`config.mk`:
```
export PLATFORM = sky130hd
export DESIGN_NAME = pipelined_cla_adder
export DESIGN_NICKNAME = d
export VERILOG_FILES = /design/src/rtl/pipelined_cla_adder.sv
export SDC_FILE = /design/constraint.sdc
export NUM_CORES = 1
export LEC_CHECK = 0
export ABC_AREA = 1
export CAP_MARGIN = 20
export CORE_MARGIN = 2
export CORE_UTILIZATION = 30
export DETAILED_ROUTE_END_ITERATION = 8
export DONT_BUFFER_PORTS = 1
export PLACE_DENSITY = 0.47
export SYNTH_ARGS = -nofsm -noshare
export SYNTH_HDL_FRONTEND = slang
export SYNTH_SLANG_ARGS = --single-unit
```
`constraint.sdc`:
```
create_clock -name clk -period 1.8 [get_ports clk]
set_input_delay 0.54 -clock clk [delete_from_list [all_inputs] [get_ports clk]]
set_output_delay 0.54 -clock clk [all_outputs]
set_load 0.02 [all_outputs]
```
`src/rtl/pipelined_cla_adder.sv`:
```
// rtl/pipelined_cla_adder.sv - pipelined carry-look-ahead adder/subtractor, one CLA group per stage
//
// Ports:
//   clk, rst_n            rising-edge clock, asynchronous active-low reset
//   in_valid / in_ready   input handshake (in_ready is combinational: !out_valid || out_ready)
//   a, b, cin, sub        operands; sub=1 computes a - b - cin
//   out_valid / out_ready output handshake with backpressure
//   sum, cout, ovf        word-aligned result, MSB carry-out, signed overflow
`timescale 1ns/1ps
module pipelined_cla_adder #(
    parameter int WIDTH = 16,
    parameter int GROUP = 4
) (
    input  logic             clk,
    input  logic             rst_n,
    input  logic             in_valid,
    output logic             in_ready,
    input  logic [WIDTH-1:0] a,
    input  logic [WIDTH-1:0] b,
    input  logic             cin,
    input  logic             sub,
    output logic             out_valid,
    input  logic             out_ready,
    output logic [WIDTH-1:0] sum,
    output logic             cout,
    output logic             ovf
);

    localparam int STAGES = WIDTH / GROUP;

    if ((WIDTH % GROUP) != 0 || WIDTH < GROUP) begin : g_bad_params
        $error("pipelined_cla_adder: WIDTH must be a non-zero multiple of GROUP");
    end

    // One look-ahead group: every internal carry is a flat sum of products of
    // generate/propagate terms and the group carry-in, so no ripple inside the group.
    // Returns {carry_out, sum}.
    function automatic logic [GROUP:0] cla_group(
        input logic [GROUP-1:0] x,
        input logic [GROUP-1:0] y,
        input logic             ci
    );
        logic [GROUP-1:0] g;
        logic [GROUP-1:0] p;
        logic [GROUP:0]   c;
        logic             acc;
        logic             pp;
        g    = x & y;
        p    = x ^ y;
        c    = '0;
        c[0] = ci;
        for (int i = 0; i < GROUP; i++) begin
            acc = 1'b0;
            pp  = 1'b1;
            for (int j = i; j >= 0; j--) begin
                acc = acc | (pp & g[j]);
                pp  = pp & p[j];
            end
            c[i+1] = acc | (pp & ci);
        end
        return {c[GROUP], p ^ c[GROUP-1:0]};
    endfunction

    logic             adv;
    logic [WIDTH-1:0] a_in;
    logic [WIDTH-1:0] b_in;
    logic             c_in;

    // Stall everything whenever a result is waiting and nobody takes it.
    assign adv      = !out_valid || out_ready;
    assign in_ready = adv;

    // Subtraction is folded in up front: invert b and flip the carry.
    // Data is zeroed on idle cycles so bubbles carry no stray operand values.
    assign a_in = in_valid ? a : '0;
    assign b_in = in_valid ? (b ^ {WIDTH{sub}}) : '0;
    assign c_in = in_valid & (cin ^ sub);

    for (genvar k = 0; k < STAGES; k++) begin : g_stage
        // Operand bits still unconsumed after this stage.
        localparam int REM = WIDTH - (k + 1) * GROUP;

        logic [REM+GROUP-1:0]     op_a;    // operands arriving at this stage
        logic [REM+GROUP-1:0]     op_b;
        logic                     op_c;    // carry into this stage's group
        logic                     op_v;
        logic [k*GROUP+GROUP-1:0] s_next;
        logic [GROUP-1:0]         gs;
        logic                     gco;

        logic                     v;
        logic                     c;
        logic [k*GROUP+GROUP-1:0] s;

        if (k == 0) begin : g_src
            assign op_a   = a_in;
            assign op_b   = b_in;
            assign op_c   = c_in;
            assign op_v   = in_valid;
            assign s_next = gs;
        end else begin : g_src
            assign op_a   = g_stage[k-1].g_ops.ra;
            assign op_b   = g_stage[k-1].g_ops.rb;
            assign op_c   = g_stage[k-1].c;
            assign op_v   = g_stage[k-1].v;
            assign s_next = {gs, g_stage[k-1].s};
        end

        assign {gco, gs} = cla_group(op_a[GROUP-1:0], op_b[GROUP-1:0], op_c);

        always_ff @(posedge clk or negedge rst_n) begin
            if (!rst_n) begin
                v <= 1'b0;
                c <= 1'b0;
                s <= '0;
            end else if (adv) begin
                v <= op_v;
                c <= gco;
                s <= s_next;
            end
        end

        // Skew registers: only the operand bits later stages still need.
        if (REM > 0) begin : g_ops
            logic [REM-1:0] ra;
            logic [REM-1:0] rb;
            always_ff @(posedge clk or negedge rst_n) begin
                if (!rst_n) begin
                    ra <= '0;
                    rb <= '0;
                end else if (adv) begin
                    ra <= op_a[REM+GROUP-1:GROUP];
                    rb <= op_b[REM+GROUP-1:GROUP];
                end
            end
        end

        // Signed overflow: both addends share a sign that the sum does not.
        // Equivalent to (carry into MSB) ^ (carry out of MSB).
        if (k == STAGES - 1) begin : g_last
            logic o;
            always_ff @(posedge clk or negedge rst_n) begin
                if (!rst_n) begin
                    o <= 1'b0;
                end else if (adv) begin
                    o <= (op_a[GROUP-1] == op_b[GROUP-1]) && (gs[GROUP-1] != op_a[GROUP-1]);
                end
            end
        end
    end

    assign out_valid = g_stage[STAGES-1].v;
    assign sum       = g_stage[STAGES-1].s;
    assign cout      = g_stage[STAGES-1].c;
    assign ovf       = g_stage[STAGES-1].g_last.o;

endmodule
```
Word level (Yosys, flattened, before mapping):

Index checks and enable logic that the tools add are counted.

* eq/ne operators: 2
* muxes and demuxes: 2
* bitwise gates (word level): 119
* reductions and logical operators: 3

Operators by type and width (count)
* AND 1 bit: 65
* bitwise OR 1 bit: 40
* 2-to-1 mux 16 bit: 2
* XOR 4 bit: 8
* AND 4 bit: 4
* XOR 16 bit: 1
* == test 1 bit: 1
* logical AND 1 bit: 1
* logical NOT 1 bit: 1
* logical OR 1 bit: 1
* != test 1 bit: 1
* XOR 1 bit: 1

* register bits: 97

Depth between registers and ports, before layout:

* word-level depth: 8
* depth in mapped cells: 13
* depth with buffers taken out: 11

Least setup slack after synthesis:

OpenSTA, ideal clock, no wires.

* kind: input to register
* start point: input sub
* end point: register g_stage[0].s[3]
* library setup time: 0.065 ns
* arrival time: 1.831 ns
* required time: 1.735 ns
* setup slack: -0.096 ns
* stages: 12
* path through: buf_6 > buf_4 > nand2_1 > nand2_1 > nor2_1 > ha_1 > a21o_1 > nor2_1 > nand2_1 > nand2_2 > nand3_1 > nand2_1

* word-level cells in the longest chain between the ends: 8

Ends and longest elaborated chain
* start: declaration: RTL line 21 `input logic sub,`
* XOR 16 bit: RTL line 76 `assign b_in = in_valid ? (b ^ {WIDTH{sub}}) : '0;`
* 2-to-1 mux 16 bit: RTL line 76
* XOR 4 bit / AND 4 bit (equally long branches): RTL line 49, 48
* AND 1 bit (on tied branches): RTL line 56, 57
* bitwise OR 1 bit, or another cell as far along: RTL line 56 `acc = acc | (pp & g[j]);`
* bitwise OR 1 bit / AND 1 bit (equally long branches): RTL line 56, 59
* bitwise OR 1 bit: RTL line 59 `c[i+1] = acc | (pp & ci);`
* XOR 4 bit (*): RTL line 61 `return {c[GROUP], p ^ c[GROUP-1:0]};`
* end signal: assignment: RTL line 119 `s <= s_next;`
* end: declaration: RTL line 93 `logic [k*GROUP+GROUP-1:0] s;`

Mark *: on every way between the ends. The rest lies on a longest branch, timed or not.
A chain may end at the register's enable or synchronous reset.

Worst setup path after layout:

* start point: register g_stage[3].v, in the netlist out_valid
* end point: output in_ready

* word-level cells in the longest chain between the ends: 2

Ends and longest elaborated chain
* start: declaration: RTL line 91 `logic v;`
* start signal: assignment: RTL line 117 `v <= op_v;`
* logical NOT 1 bit: RTL line 70 `assign adv = !out_valid || out_ready;`
* logical OR 1 bit: RTL line 70
* end: declaration: RTL line 17 `output logic in_ready,`

Every way passes these cells.

==> results.toml <==
[run_status]
status = "finished with violations"
violations = "hold timing"

[yosys]
yosysWarningCount = 0
synth_top_flop_cell = "dfrtp_1"
synth.mux.area_fraction_pct = 0
synth_cell_types = 27
synth-seq-cells = 97
syn_nets = 556
syn_avg_cell_area_um2 = 8.89
ys_seq_area_share_pct = 54.8
synth_top_family_by_area = "simple AND/OR/NAND/NOR gates"
synth-async-reset-ratio_pct = 100
synth_fa_ha_area_share_pct = 6.16
synthXorXnorAreaFrac_pct = 3.17
synthSimpleGateAreaFrac_pct = 21.2
syn-cell-area_um2 = 4430
synth_compound_area_share_pct = 8.20
synth_cells = 498
synth_edf_count = 0

[job]
timing.max_cap.violations = 0

[placement]
gp_congestion = 0.782
port-buffer-count = 0
dp_hpwl_um = 6020
placed_area_um2 = 4600

[pwr]
power_density_nw_per_um2 = 1540
ir_drop_mv = 0.609
swShare_pct = 35.5
fin_total_pwr_mw = 7.51
power.switching_mw = 2.67
cellLeakagePower_nw = 2.45
p_clk_share_pct = 24.7
comb_power_share_pct = 26.1
p_int_mw = 4.84
seqPwrFrac_pct = 49.2

[timing]
rsz0062_at_grt = "false"
setup-violations-final = 0
clock.fmax_ghz = 0.621
slew_headroom_pct = 66.9
hold_viol = 97
clock-skew-final_ns = 0.00747
period_share_pct = 89.5
hold-worst-slack_ns = -0.105
slew_viol_final = 0
worst_pin_slew_ns = 0.495
min_period_ns = 1.61

[route]
avgRoutedWirePerCell_um = 13.2
num_vias = 2992
viasPerCell = 4.39
dr.pass1.iters = 4
drt_iter0_drc = 178
drc_errors = 0
wl_um = 9000
ant_nets = 0

[global_routing]
antenna_found_initial = 0
grtUsageTotal_pct = 12.3
use_met2_pct = 18.5
top_usage_layer = "met2"
met1_usage_pct = 16.9
use_met3_pct = 3.51
grt_pass1_wl_um = 15400
gr-total-overflow = 0
grt_start_max_net_pins = 98
grt_pass1_vias = 3004

[finish]
ff_latch_area_um2 = 2430
multi_input_area_um2 = 1720
fin_util_pct = 33.7
final_area_um2 = 4880
mostFrequentLayoutCell = "nand2_1"
fillerInstances = 1513
final_cell_mix = "184 x nand2_1, 97 x dfrtp_1, 37 x inv_1"
nNetsFinal = 551
antenna_cells = 0
drive_gt1_share_pct = 6.44
syn_to_final_growth_pct = 10.3

[setup_path]
critical_path_arrival_ns = 1.07
critPathKind = "reg2out"
cp.required_ns = 1.26
critPathMaxFanout = 7
timing.rr.start = "g_stage[2].g_ops.ra[1]"
cp-startpoint = "out_valid"
start_kind = "flop"
crit_path_end_kind = "output pin"

[die]
die_x_um = 125
rows = 44
dieArea_um2 = 15700
io_pins = 58
fp.coreArea_um2 = 14500
start_util_pct = 30.6
die_y_um = 125

[min_path]
hold_class = "in2async"

[clocking]
post_cts_resized = 0
cts-root-buf = "clkbuf_16"
cts_buffers = 9
clkTransAtPathRegs_ns = 0.06
clock-sinks = 97
post-cts-setup-buffers = 0
cts_buffer_depth = 2
cts_tree = "yes"
htreeDepth = 3
clock_latency_ns = 0.34
-- cell usage after synthesis (3+ instances only) --
master	n	share of area, %
inv_1	37	3.1
o21ai_0	22	2.5
xnor2_1	16	3.2
ha_1	17	4.8
fa_1	3	1.4
nor2_1	25	2.1
o22ai_1	7	0.99
clkbuf_1	4	0.34
nand3_1	15	1.7
nand2_2	3	0.42
buf_4	7	1.2
dfrtp_1	97	55
a21oi_1	4	0.45
buf_2	11	1.2
o21ai_1	32	3.6
nand2_1	184	16
-- registers in the layout, indices dropped and copies added, names as in the netlist --
| register | flops |
|---|---|
| sum | 16 |
| g_stage.s | 24 |
| g_stage.c | 3 |
| g_stage.g_ops.ra | 24 |
| cout | 1 |
| g_stage.g_ops.rb | 24 |
| g_stage.v | 3 |
| ovf | 1 |
| out_valid | 1 |
-- worst max-delay path, stage by stage (launching register included) --
cell	delay, ns
dfrtp_1	0.34
inv_1	0.06
nor2_4	0.17
inv_2	0.16
-- cell type report --
type,count,area share [%]
Tap cell,184,4.72
Inverter,39,3.00
Clock buffer,11,4.77
Multi-Input combinational cell,338,35.1
Timing Repair Buffer,8,1.74
Sequential cell,97,49.7
Clock inverter,4,0.923
-- per-stage QoR --
stage	setup TNS, ns	hold WS, ns	instances	setup WS, ns
after floorplan	-0.0229	0.244	498	-0.0214
final	0	-0.105	681	0.189
after global routing	0	-0.137	681	0.0700
after CTS	0	-0.125	681	0.146
after detailed placement	0	0.247	666	0.112
after global placement	0	0.247	666	0.144
-- power groups by stage --
stage	Clock, mW	Combinational [mW]	Sequential (mW)
after global placement	0	1.96	3.72
after global routing	2.03	2.33	3.80
after floorplan	0	1.60	3.61
after CTS	1.92	2.01	3.71
after detailed placement	0	1.99	3.75
final	1.86	1.96	3.69
-- kinds of logic after synthesis --
logic type,count (synthesis)
buffers and inverters,63
AOI/OAI and AO/OA,69
and+or+nand+nor,233
DFF,97
adders and majority gates,20
xor gates and xnor gates,16
-- path summary, 6_finish.rpt --
kind / depth (start not counted) / to / slack, ns
min: 0 / sum[4] / -0.10
min reg2reg: 2 / g_stage[2].g_ops.ra[3] / 0.46
min in group clk: 2 / g_stage[0].g_ops.ra[10] / 0.35
max: 3 / in_ready / 0.19
max in group asynchronous: 0 / g_stage[2].g_ops.ra[1] / 1.67
max reg2reg: 8 / sum[15] / 0.27
-- per-layer routing --
layer / up-vias / share of wire, %
met1: 1377 / 51
met5: - / 0
met2: 48 / 44
met4: 0 / 1.7
met3: 10 / 4.0
li1: 1557 / -
Note: power is estimated with default switching activity, not from simulation.
